## config.mk

```make
export PLATFORM = sky130hd
export DESIGN_NAME = breath_ramp
export DESIGN_NICKNAME = d
export VERILOG_FILES = /design/src/rtl/breath_ramp.sv
export SDC_FILE = /design/constraint.sdc
export NUM_CORES = 1
export LEC_CHECK = 0
export CAP_MARGIN = 5
export CORE_MARGIN = 1.5
export CORE_UTILIZATION = 39
export CTS_CLUSTER_SIZE = 20
export DETAILED_ROUTE_END_ITERATION = 10
export MAX_ROUTING_LAYER = met4
export PLACE_DENSITY = 0.66
export SETUP_SLACK_MARGIN = 0.3
export SLEW_MARGIN = 10
export SYNTH_ARGS = -nofsm -noshare
export SYNTH_HDL_FRONTEND = slang
export SYNTH_SLANG_ARGS = --single-unit
```

## constraint.sdc

```tcl
create_clock -name clk -period 2.3 [get_ports clk]
set_input_delay 0.46 -clock clk [delete_from_list [all_inputs] [get_ports clk]]
set_output_delay 0.46 -clock clk [all_outputs]
set_load 0.02 [all_outputs]
```

## src/rtl/breath_ramp.sv

```systemverilog
// breath_ramp: triangle breathing duty envelope for a PWM stage; define BREATH_GAMMA_EN for squared-law duty mapping
module breath_ramp #(
  parameter int DUTY_W = 4,
  parameter int HOLD_STEPS = 2
) (
  input  logic              clk,
  input  logic              rst,
  input  logic              en,
  input  logic [7:0]        step_div,
  output logic [DUTY_W-1:0] duty,
  output logic              duty_upd,
  output logic              peak,
  output logic [1:0]        state
);
  localparam logic [DUTY_W-1:0] MAX = '1;
  localparam logic [7:0] HLAST = 8'(HOLD_STEPS - 1);
  typedef enum logic [1:0] {LO_HOLD, RISE, HI_HOLD, FALL} st_t;
  st_t st, st_n;
  logic [DUTY_W-1:0] pcnt, lvl, lvl_n, map;
  logic [7:0] scnt, scnt_n, hcnt, hcnt_n;
  logic tick, step, chg, pk;
  assign tick = en & (pcnt == MAX);
  assign step = tick & (scnt >= step_div);
  assign state = st;
`ifdef BREATH_GAMMA_EN
  logic [2*DUTY_W-1:0] sq;
  assign sq = {{DUTY_W{1'b0}}, lvl} * {{DUTY_W{1'b0}}, lvl} + {{DUTY_W{1'b0}}, MAX};
  assign map = DUTY_W'(sq >> DUTY_W);
`else
  assign map = lvl;
`endif
  always_comb begin
    scnt_n = tick ? (step ? '0 : scnt + 8'd1) : scnt;
    lvl_n = lvl;
    st_n = st;
    hcnt_n = hcnt;
    if (step)
      case (st)
        LO_HOLD, HI_HOLD: begin
          hcnt_n = (hcnt == HLAST) ? '0 : hcnt + 8'd1;
          st_n = (hcnt != HLAST) ? st : (st == LO_HOLD) ? RISE : FALL;
        end
        RISE: begin
          lvl_n = (lvl == MAX) ? lvl : lvl + 1'b1;
          st_n = (lvl_n == MAX) ? HI_HOLD : RISE;
        end
        FALL: begin
          lvl_n = (lvl == '0) ? lvl : lvl - 1'b1;
          st_n = (lvl_n == '0) ? LO_HOLD : FALL;
        end
      endcase
  end
  always_ff @(posedge clk) begin
    if (rst) begin
      st <= LO_HOLD;
      pcnt <= '0;
      scnt <= '0;
      hcnt <= '0;
      lvl <= '0;
      chg <= 1'b0;
      pk <= 1'b0;
      duty <= '0;
      duty_upd <= 1'b0;
      peak <= 1'b0;
    end else begin
      duty_upd <= en & chg;
      peak <= en & pk;
      if (en) begin
        pcnt <= pcnt + 1'b1;
        scnt <= scnt_n;
        hcnt <= hcnt_n;
        lvl <= lvl_n;
        st <= st_n;
        chg <= lvl_n != lvl;
        pk <= (lvl_n == MAX) && (lvl != MAX);
        duty <= map;
      end
    end
  end
endmodule

```

==> flow_metrics.tcl, run 1 <==
set metrics [dict create \
    area_delta_synth_final_pct 28.3 \
    grtUsageMet2_pct 29.3 \
    share_comb_of_total_power_pct 6.1 \
    worst_slew_pin_slew_ns 0.427 \
    synth_cells 228 \
    fmax_mhz 518 \
    clock-sinks 34 \
    worst_setup_path_end_kind "output port" \
    num_rows 25 \
    cpMaxStageDelayCell "clkdlybuf4s50_1" \
    power_leakage_nw 1.01 \
    synth-edff-count 0 \
    place_congestion 0.805 \
    grtUsageMet3_pct 5.15 \
    slowest_delay_ns 0.67 \
    hp-class "flop to flop" \
    clk_latency_ns 0.29 \
    fin_ws_ns 0.369 \
    dr_total_vias 1671 \
    synth_nets 253 \
    drc 0 \
    mostFrequentLayoutCells "31 x nor2_1, 24 x dfxtp_1, 16 x nand2_1" \
    p_int_w 0.000867 \
    wire_per_inst_um 13.1 \
    yosysSeqAreaShare_pct 34.3 \
    detailed_place_hpwl_um 2950 \
    status "finished clean" \
    start_util_pct 41.2 \
    die_x_um 74.4 \
    finalPower_w 0.00113 \
    io_buffers 18 \
    antenna_cells 0 \
    core_area_um2 4820 \
    die-area_um2 5530 \
    ioPinCount 19 \
    cpLargestDelayFamily "buffers and inverters" \
    vdd_drop_max_v 0.000275 \
    async_flop_share_pct 0 \
    max_cap_viol_count 0 \
    critPathLaunchType "flop" \
    setup_viol 0 \
    switching_share_pct 23.1 \
    final_cell_area_um2 2550 \
    path_max_fanout 7 \
    period_share_pct 84.0 \
    top_usage_layer "met2" \
    rsz0062_at_grt "true" \
    ys_types 49 \
    p_sw_w 0.000261 \
    synth_seq_cells 34 \
    cp.arrival_ns 1.47 \
    path_class "flop to output port" \
    synth.avg_cell_area_um2 8.71 \
    grt_pass1_vias 1682 \
    vias_per_cell 5.09 \
    ys.warnings.count 0 \
    timing.final.crit_period_ns 1.93 \
    synth_ff_type "dfxtp_1" \
    numCtsBuffers 5 \
    powerDensity_nw_per_um2 443 \
    drv_slew 0 \
    place_ws_ns -0.256 \
    worstPathRequired_ns 1.84 \
    p_clk_share_pct 41.2 \
    layout.nets 285 \
    placed_cell_area_um2 2290 \
    cts_tree "done" \
    grt_max_degree 26 \
    clkTransAtPathRegs_ns 0.07 \
    grt_usage_pct 18.4 \
    antenna_found_initial 0 \
    seq_power_share_pct 52.7 \
    clockBufferDepth 2 \
    whs_ns 0.462 \
    drt-total-wl_um 4300 \
    clockRootBuffer "clkbuf_8" \
    max_slew_margin_pct 71.5 \
    drtIter0Drc 62 \
    final.setup_skew_ns 0.00624 \
    grt_util_met1_pct 21.7 \
    grt_overflow_total 0 \
    crit_chain "clkdlybuf4s50_1" \
    layout-drive-gt1-share_pct 28.4 \
    critical_path_buf_inv_count 1 \
    first_pass_iters 4 \
    syn_area_um2 1990 \
    drtAntennaViolNets 0 \
    grt_pass1_wl_um 7490 \
    die_y_um 74.4 \
    finalHoldViolations 0 \
    final_common_cell "nor2_1" \
    cts.htree.levels 2 \
]
-- flip-flops by register name, indices dropped and copies added, names as in the netlist, named ones only --
name	cells
chg	1
pcnt	4
hcnt	8
duty_upd	1
state	1
peak	1
lvl	4
scnt	8
duty	4
pk	1
-- power by group through the flow --
stage / registers, W / logic [W] / clock network (W)
2_1_floorplan: 0.000609 / 0.0000385 / 0
3_3_place_gp: 0.000609 / 0.0000650 / 0
3_5_place_dp: 0.000609 / 0.0000654 / 0
4_1_cts: 0.000595 / 0.0000674 / 0.000481
5_1_grt: 0.000595 / 0.0000755 / 0.000508
6_report: 0.000594 / 0.0000683 / 0.000465
-- what timing repair did --
item | CTS | global route
pin swaps | 21 | 17
setup endpoints to repair | 23 | 21
endpoints found under the hold margin | 0 | 0
resized for setup | 26 | 33
setup buffers | 3 | 3
hold buffers | 0 | 0
-- final cells by class --
cell class	count	area, um2
multi-input cells	172	1340
inverters	13	48.8
clock buffers	7	86.3
well taps	67	83.8
repair buffers	34	293
flip-flops and latches	34	696
fillers	465	2270
clock inverters	1	5.00
-- Yosys cell counts, types with 3 or more instances --
master,n,share of area [%]
dfxtp_1,34,34
nor2_1,33,6.2
nand2_1,16,3.0
a21oi_1,15,3.8
ha_1,14,8.8
inv_1,12,2.3
mux2i_1,9,4.5
xor2_1,9,4.0
nand3_1,8,2.0
and3_1,7,2.2
nand4_1,7,2.2
clkbuf_1,6,1.1
nor3_1,5,1.3
o21ai_1,5,1.3
xnor2_1,4,1.8
a31oi_1,3,0.95
-- worst paths after layout --
path,from,end,slack (ns),depth (start not counted)
setup / recovery,state[0],state[0],0.37,1
hold / removal,pk,peak,0.46,1
setup reg to reg,scnt[3],lvl[3],0.39,7
hold reg to reg,pk,peak,0.46,1
-- metrics by stage --
step                      util (%)  instances  setup TNS, ns
after CTS                     51.3        325              0
after global routing          52.9        328              0
final                         52.9        328              0
after global placement        47.5        314          -3.49
after detailed placement      47.5        314          -3.91
after floorplan                  -        228              0
-- cells by family (layout without fill, tap and decap cells) --
logic type               Yosys count  in the layout  share of synthesized area (%)
flip-flops                        34             34                           34.3
multiplexers                      10             10                           5.10
AO/OA/AOI/OAI                     38             38                           14.0
AND/OR/NAND/NOR                   97             97                           27.8
XOR/XNOR                          13             13                           5.73
buffers and inverters             22             55                           4.28
adder cells (fa/ha/maj)           14             14                           8.82
-- layer usage --
layer,wire length (um),vias up
met1,2060,774
met4,76,0
met3,157,7
met2,2000,23
met5,0,-
li1,-,867
No activity file was read; power rests on OpenSTA's default activity.
==> run 2, diff against run 1 <==
- clock period: 2.3 -> 1.81 ns (I/O delays scaled with it)
==> flow_metrics.tcl, run 2 (same netlist as run 1, synthesis figures left out) <==
set metrics [dict create \
    max_cap_viol_count 0 \
    vias_per_cell 5.07 \
    path_max_fanout 4 \
    die_y_um 74.4 \
    r2r_cells 10 \
    cts_tree "done" \
    crit_cells 10 \
    layout-drive-gt1-share_pct 38.4 \
    power_leakage_nw 1.26 \
    worstReg2RegStart "scnt[0]" \
    die-area_um2 5530 \
    final_cell_area_um2 2920 \
    hp-class "flop to flop" \
    worstPathRequired_ns 1.98 \
    slowest_delay_ns 0.34 \
    r2r_slack_ns -0.21 \
    worst_setup_path_end_kind "flop" \
    fin_ws_ns -0.208 \
    core_area_um2 4820 \
    worst_slew_pin_slew_ns 0.321 \
    clockBufferDepth 2 \
    drc 0 \
    violations "negative setup slack" \
    grt_usage_pct 19.3 \
    timing.final.crit_period_ns 2.02 \
    whs_ns 0.477 \
    clock-sinks 34 \
    cp-endpoint "pk" \
    io_buffers 18 \
    cp.arrival_ns 2.19 \
    drtIter0Drc 69 \
    cpMaxStageDelayCell "dfxtp_2" \
    ioPinCount 19 \
    critical_path_buf_inv_count 3 \
    cts.htree.levels 2 \
    rsz0062_at_grt "true" \
    crit_start "scnt[0]" \
    layout.cells.non_filler 364 \
    dp_cells 343 \
    grt_pass1_vias 1884 \
    grt_max_degree 16 \
    status "complete, but fails checks" \
    final_common_cell "buf_4" \
    antenna_cells 0 \
    wire_per_inst_um 13.0 \
    critPathLaunchType "flop" \
    num_rows 25 \
    final.setup_skew_ns 0.00810 \
    drt-total-wl_um 4750 \
    drv_slew 0 \
    grt_pass1_wl_um 8100 \
    layout.nets 321 \
    setup_tns_ns -3.12 \
    placed_cell_area_um2 2510 \
    antenna_found_initial 0 \
    first_pass_iters 4 \
    setup_viol 23 \
    fmax_mhz 496 \
    path_class "flop to flop" \
    crit_chain "inv_2, ha_4, nand2b_4, a2111oi_4, buf_4, o31ai_4, buf_6, nand4_1, xnor2_2, a22oi_2" \
    clk_latency_ns 0.29 \
    die_x_um 74.4 \
    cpLargestDelayFamily "compound AO/OA/AOI/OAI gates" \
    detailed_place_hpwl_um 3160 \
    start_util_pct 41.2 \
    max_slew_margin_pct 78.6 \
    numCtsBuffers 5 \
    mostFrequentLayoutCells "41 x buf_4, 28 x nor2_1, 27 x dfxtp_1" \
    dr_total_vias 1844 \
    r2r_end "pk" \
    clkTransAtPathRegs_ns 0.07 \
    powerDensity_nw_per_um2 490 \
    period_share_pct 111 \
    place_congestion 0.869 \
    drtAntennaViolNets 0 \
    clockRootBuffer "clkbuf_8" \
    area_delta_synth_final_pct 47.2 \
    grt_overflow_total 0 \
    reg.largest.list "hcnt: 8 flops, scnt: 8 flops" \
    finish.utilization_pct 60.7 \
    hold_buffers 0 \
    finalHoldViolations 0 \
    vdd_drop_max_v 0.000402 \
]
==> run 2: where the power goes <==
group	internal (W)	switching [W]
combinational	0.0000512	0.0000493
sequential	0.000753	0.00000431
clock	0.000307	0.000268
total	0.00111	0.000321
==> run 2: worst register-to-register path: cells and delay by family, from the launching register on <==
kind / cells / cell delay [ns]
xor gates and xnor gates: 1 / 0.16
buffers and inverters: 3 / 0.37
and+or+nand+nor: 2 / 0.32
DFF: 1 / 0.34
AOI/OAI and AO/OA: 3 / 0.49
adders and majority gates: 1 / 0.22
==> run 2: how the worst min path moves through the flow <==
stage               startpoint   end  slack (ns)  depth (start not counted)
floorplan                   pk  peak        0.42                          1
global placement           chg   chg        0.46                          2
detailed placement         chg   chg        0.46                          2
CTS                        chg   chg        0.48                          2
global route                pk  peak        0.52                          1
finish                      pk  peak        0.48                          1
==> run 2: layer usage <==
| layer | global-route usage, % | vias to the layer above | wire [um] |
|---|---|---|---|
| met3 | 4.07 | 10 | 183 |
| met4 | 5.86 | 0 | 66 |
| met2 | 31.8 | 36 | 2250 |
| met5 | - | - | 0 |
| li1 | - | 940 | - |
| met1 | 23.7 | 858 | 2250 |
==> run 2: metrics by stage <==
step                      setup slack, ns  power, W
after global placement             -0.579  0.000859
after CTS                          -0.305   0.00144
final                              -0.208   0.00143
after detailed placement           -0.638  0.000861
after floorplan                    -0.103  0.000822
after global routing               -0.305   0.00149
==> run 2: layout make-up <==
type | instances | area [um2]
Clock buffer | 7 | 86.3
Clock inverter | 1 | 5.00
Fill cell | 436 | 1890
Inverter | 13 | 48.8
Multi-Input combinational cell | 172 | 1420
Sequential cell | 34 | 689
Tap cell | 67 | 83.8
Timing Repair Buffer | 70 | 594
==> run 2: what timing repair did <==
action / 4_1_cts / 5_1_grt
pin swaps: 31 / 20
setup endpoints to repair: 32 / 25
gates resized for setup: 53 / 21
buffers inserted: 11 / 2
